<file path="src/rtl/gate_pkg.sv">
// rtl/gate_pkg.sv - op encodings, sweep FSM states and expected sweep counts
package gate_pkg;

  typedef enum logic [2:0] {
    OP_AND  = 3'd0,
    OP_OR   = 3'd1,
    OP_NAND = 3'd2,
    OP_NOR  = 3'd3,
    OP_XOR  = 3'd4,
    OP_XNOR = 3'd5
  } op_e;

  typedef enum logic [1:0] {
    ST_IDLE  = 2'd0,
    ST_SWEEP = 2'd1,
    ST_DONE  = 2'd2
  } state_e;

  localparam int ONES_W = 9;

  // Number of 1-results over all 2^n_in input patterns of an n_in-input gate.
  function automatic logic [ONES_W-1:0] exp_ones(input logic [2:0] op, input int n_in);
    logic [ONES_W-1:0] full;
    logic [ONES_W-1:0] half;
    full = ONES_W'((1 << n_in) - 1);
    half = ONES_W'(1 << (n_in - 1));
    case (op)
      OP_AND, OP_NOR:   exp_ones = ONES_W'(1);
      OP_OR, OP_NAND:   exp_ones = full;
      OP_XOR, OP_XNOR:  exp_ones = half;
      default:          exp_ones = '0;
    endcase
  endfunction

endpackage

</file>
<file path="src/rtl/gate_core.sv">
// rtl/gate_core.sv - combinational N_IN-input gate replicated over W bit lanes
module gate_core
  import gate_pkg::*;
#(
  parameter int N_IN = 3,
  parameter int W    = 1
) (
  input  logic [2:0]        op_i,
  input  logic [N_IN*W-1:0] operands_i,
  output logic [W-1:0]      result_o
);

  for (genvar j = 0; j < W; j++) begin : g_lane
    logic [N_IN-1:0] v;
    logic            r;

    // Operand k of lane j sits at bit k*W+j.
    for (genvar k = 0; k < N_IN; k++) begin : g_opnd
      assign v[k] = operands_i[k*W+j];
    end

    always_comb begin
      r = 1'b0;
      case (op_i)
        OP_AND:  r = &v;
        OP_OR:   r = |v;
        OP_NAND: r = ~&v;
        OP_NOR:  r = ~|v;
        OP_XOR:  r = ^v;
        OP_XNOR: r = ~^v;
        default: r = 1'b0;
      endcase
    end

    assign result_o[j] = r;
  end

endmodule

</file>
<file path="src/rtl/gate_sweep_unit.sv">
// rtl/gate_sweep_unit.sv - gate datapath with one-entry output register; sweep self-check under GATE_SWEEP_EN
module gate_sweep_unit
  import gate_pkg::*;
#(
  parameter int N_IN = 3,
  parameter int W    = 1
) (
  input  logic              clk,
  input  logic              rst_n,
  input  logic [2:0]        op,
  input  logic              in_valid,
  input  logic [N_IN*W-1:0] in_data,
  output logic              in_ready,
  output logic              out_valid,
  input  logic              out_ready,
  output logic [W-1:0]      out_data,
  input  logic              sweep_start,
  output logic              sweep_busy,
  output logic              sweep_done,
  output logic [N_IN:0]     sweep_ones,
  output logic              sweep_err
);

  localparam int ACC_W = N_IN + 1;

  logic [W-1:0] gate_res;
  logic         xfer_w;
  logic         out_valid_q, out_valid_d;
  logic [W-1:0] out_data_q, out_data_d;

  gate_core #(.N_IN(N_IN), .W(W)) u_core (
    .op_i       (op),
    .operands_i (in_data),
    .result_o   (gate_res)
  );

  assign xfer_w = in_valid && in_ready;

  always_comb begin
    out_valid_d = out_valid_q;
    out_data_d  = out_data_q;
    if (xfer_w) begin
      out_valid_d = 1'b1;
      out_data_d  = gate_res;
    end else if (out_ready) begin
      out_valid_d = 1'b0;
    end
  end

  always_ff @(posedge clk or negedge rst_n) begin
    if (!rst_n) begin
      out_valid_q <= 1'b0;
      out_data_q  <= '0;
    end else begin
      out_valid_q <= out_valid_d;
      out_data_q  <= out_data_d;
    end
  end

  assign out_valid = out_valid_q;
  assign out_data  = out_data_q;

`ifdef GATE_SWEEP_EN
  state_e            state_q;
  logic [2:0]        op_q;
  logic [N_IN-1:0]   cnt_q;
  logic [ACC_W-1:0]  acc_q;
  logic [ACC_W-1:0]  acc_next;
  logic [ACC_W-1:0]  ones_q;
  logic              busy_q, done_q, err_q;
  logic              lane_res;

  // Sweep lane sees the pattern counter directly: bit k drives operand k.
  gate_core #(.N_IN(N_IN), .W(1)) u_lane (
    .op_i       (op_q),
    .operands_i (cnt_q),
    .result_o   (lane_res)
  );

  assign acc_next = acc_q + ACC_W'(lane_res);

  always_ff @(posedge clk or negedge rst_n) begin
    if (!rst_n) begin
      state_q <= ST_IDLE;
      op_q    <= '0;
      cnt_q   <= '0;
      acc_q   <= '0;
      ones_q  <= '0;
      busy_q  <= 1'b0;
      done_q  <= 1'b0;
      err_q   <= 1'b0;
    end else begin
      case (state_q)
        ST_IDLE: begin
          if (sweep_start && !out_valid_q) begin
            state_q <= ST_SWEEP;
            busy_q  <= 1'b1;
            op_q    <= op;
            cnt_q   <= '0;
            acc_q   <= '0;
          end
        end
        ST_SWEEP: begin
          acc_q <= acc_next;
          cnt_q <= cnt_q + N_IN'(1);
          if (&cnt_q) begin
            state_q <= ST_DONE;
            busy_q  <= 1'b0;
            done_q  <= 1'b1;
            ones_q  <= acc_next;
            err_q   <= (acc_next != ACC_W'(exp_ones(op_q, N_IN)));
          end
        end
        ST_DONE: begin
          state_q <= ST_IDLE;
          done_q  <= 1'b0;
        end
        default: state_q <= ST_IDLE;
      endcase
    end
  end

  assign in_ready   = rst_n && (state_q == ST_IDLE) && !sweep_start && (!out_valid_q || out_ready);
  assign sweep_busy = busy_q;
  assign sweep_done = done_q;
  assign sweep_ones = ones_q;
  assign sweep_err  = err_q;
`else
  logic unused_sweep_start;

  assign unused_sweep_start = sweep_start;
  assign in_ready   = rst_n && (!out_valid_q || out_ready);
  assign sweep_busy = 1'b0;
  assign sweep_done = 1'b0;
  assign sweep_ones = '0;
  assign sweep_err  = 1'b0;
`endif

endmodule

</file>
<file path="config.mk">
export PLATFORM = sky130hd
export DESIGN_NAME = gate_sweep_unit
export DESIGN_NICKNAME = d
export VERILOG_FILES = /design/src/rtl/gate_pkg.sv /design/src/rtl/gate_core.sv /design/src/rtl/gate_sweep_unit.sv
export SDC_FILE = /design/constraint.sdc
export NUM_CORES = 1
export LEC_CHECK = 0
export CAP_MARGIN = 20
export CORE_AREA = 2 2 39 41
export DETAILED_ROUTE_END_ITERATION = 16
export DIE_AREA = 0 0 41 43
export SETUP_SLACK_MARGIN = 0.3
export SLEW_MARGIN = 20
export SYNTH_ARGS = -nofsm -noshare
export SYNTH_HDL_FRONTEND = slang
export SYNTH_SLANG_ARGS = --single-unit
</file>
<file path="constraint.sdc">
create_clock -name clk -period 0.8 [get_ports clk]
set_input_delay 0.08 -clock clk [delete_from_list [all_inputs] [get_ports clk]]
set_output_delay 0.08 -clock clk [all_outputs]
set_load 0.05 [all_outputs]
</file>
==> impl_metrics.json <==
{
  "final_cells": 64,
  "die_w_um": 41,
  "grt.overflow.total": 0,
  "fin_ws_ns": -0.2621,
  "drive_gt1_frac": 0.4583,
  "io_pins": 21,
  "end_kind": "output port",
  "setup_viol_count_final": 4,
  "grt_pass1_wl_um": 869,
  "initial_utilization": 0.1618,
  "irDropWorstVdd_uv": 409.2,
  "ys_seq_elements": 2,
  "htreeDepth": 1,
  "clockBufferDepth": 2,
  "ff2ff_path_depth": 4,
  "violations": "setup timing",
  "grt_use_total": 0.07508,
  "postSynthAreaPerCell_um2": 7.999,
  "power.leakage_nw": 0.2294,
  "grt_pass1_vias": 249,
  "register_area_um2": 51.30,
  "gp_congestion": 0.5458,
  "chipHeight_um": 43,
  "dp_worst_setup_slack_ns": -0.7048,
  "rsz0062_at_grt": "true",
  "fin_worst_skew_ns": 0.006722,
  "seq_area_frac_synth": 0.2235,
  "hold_path_class": "primary input to asynchronous set/reset pin",
  "drc": 0,
  "n_antenna_cell": 0,
  "period_needed_ns": 1.062,
  "hold_ws_ns": 0.2184,
  "fmax_ghz": 0.9415,
  "hpwl_um": 385.4,
  "drtPass1Iterations": 1,
  "startpoint_type": "flip-flop",
  "nets": 62,
  "areaGrowthSynthToFinish_pct": 114.5,
  "clkLatencyLatePin_ns": 0.23,
  "power.density_nw_per_um2": 1625,
  "drv_cap": 0,
  "synth_area_um2": 224.0,
  "vias": 238,
  "criticalPathCategory": "flip-flop to output port",
  "numPortBuffers": 12,
  "slew_viol_final": 0,
  "drtIter0Drc": 0,
  "design.die.area_um2": 1763,
  "clock_sinks": 2,
  "routedWlPerCell_um": 8.063,
  "worstPathMaxFanout": 2,
  "multi_input_area_um2": 192.7,
  "fin_crit_sh": 1.328,
  "antenna_found_initial": 0,
  "ant_nets": 0,
  "hold_buffers": 0,
  "placedCellCount": 58,
  "netlist_instances": 28,
  "design.core.area_um2": 1384,
  "hold_viol_final": 0,
  "cts_tree": "yes",
  "path_clk_slew_ns": 0.03,
  "final_core_util": 0.3472,
  "required_ns": 0.72,
  "report.power.total_mw": 0.7807,
  "yosys_warnings": 0,
  "rows": 14,
  "clock-root-buffer": "clkbuf_4",
  "cp.arrival_ns": 0.98,
  "routed_wl_um": 516,
  "cts_buffers": 3,
  "n_fill_cell": 148,
  "yosys.cell_types.count": 17,
  "via_per_inst": 3.719,
  "grt_max_degree": 5,
  "status": "finished with violations"
}
cell families after synthesis:
| kind of cell | after synthesis | synth area share |
|---|---|---|
| AOI/OAI and AO/OA | 4 | 0.1229 |
| xor gates and xnor gates | 2 | 0.07823 |
| adders and majority gates | 2 | 0.1117 |
| buffers and inverters | 9 | 0.2682 |
| DFF | 2 | 0.2235 |
| other | 1 | 0.01674 |
| and+or+nand+nor | 8 | 0.1788 |
registers in the layout (all words and copies together), names as in the netlist:
name / flops
out_valid: 1
out_data: 1
cell usage in the layout, fill, tap and decap left out:
cell type	netlist	layout
a211oi_2	0	1
a21oi_4	0	1
and2_4	0	1
buf_12	0	3
buf_4	7	5
clkbuf_1	0	1
clkbuf_4	0	3
clkdlybuf4s50_1	0	5
conb_1	1	7
dfrtp_1	2	1
dfrtp_2	0	1
dlygate4sd2_1	0	4
ha_1	2	1
ha_2	0	1
inv_1	2	2
nand2_1	2	2
nand2b_4	0	1
nand3_2	0	1
nor2_2	0	1
nor2b_4	0	1
nor3_2	0	1
o21a_1	1	1
o31ai_1	1	1
xnor2_1	2	1
xnor2_2	0	1
per-stage QoR:
stage / area [um^2] / setup TNS, ns
4_1_cts: 445.4 / -0.7493
3_5_place_dp: 402.9 / -1.014
2_1_floorplan: 262.8 / -0.3333
3_3_place_gp: 402.9 / -1.021
6_report: 480.5 / -0.7018
5_1_grt: 480.5 / -0.8920
cell type report:
cell class                      count  share of cell area
Tap cell                           16             0.04167
Multi-Input combinational cell     23              0.4010
Timing Repair Buffer               17              0.3802
Clock buffer                        4             0.05469
Sequential cell                     2              0.1068
Inverter                            2             0.01562
cell usage after synthesis, drive strengths merged:
cell type	instances	area share
a211oi	1	0.034
a21oi	1	0.022
and2	1	0.028
buf	7	0.23
conb	1	0.017
dfrtp	2	0.22
ha	2	0.11
inv	2	0.034
nand2	2	0.034
nand2b	1	0.028
nand3	1	0.022
nor2	1	0.017
nor2b	1	0.028
nor3	1	0.022
o21a	1	0.034
o31ai	1	0.034
xnor2	2	0.078
worst paths after layout:
kind                                 from         to  slack, ns
worst max-delay path            out_valid   in_ready      -0.26
worst min-delay path                rst_n  out_valid       0.22
worst max register to register  out_valid   out_data      -0.19
worst min register to register   out_data   out_data       0.62
max in group asynchronous           rst_n  out_valid       0.49
min in group clk                 in_valid  out_valid       0.45
power breakdown:
part           switching (mW)  total [mW]  internal, mW
sequential             0.0147       0.133         0.118
clock                  0.0623       0.248         0.185
combinational           0.216       0.400         0.185
timing repair:
item | 4_1_cts | 5_1_grt
pin swaps | 6 | 3
setup buffers | 2 | 0
gates resized for setup | 6 | 7
setup endpoints to repair | 5 | 5
worst max-delay path, cell delays in order (launching register included):
cell and delay (ns):
dfrtp_2 0.41, nand2b_4 0.07, and2_4 0.14, buf_12 0.13
per-layer routing:
metal / share of wire / wire (um) / GRT usage / vias to the layer above
met3: 0.19 / 99 / 0.02094 / 0
met1: 0.34 / 173 / 0.07325 / 107
li1: - / - / - / 115
met5: 0 / 0 / 0 / -
met4: 0 / 0 / 0.08000 / 0
met2: 0.47 / 242 / 0.1125 / 16
(Power assumes the default switching activity.)
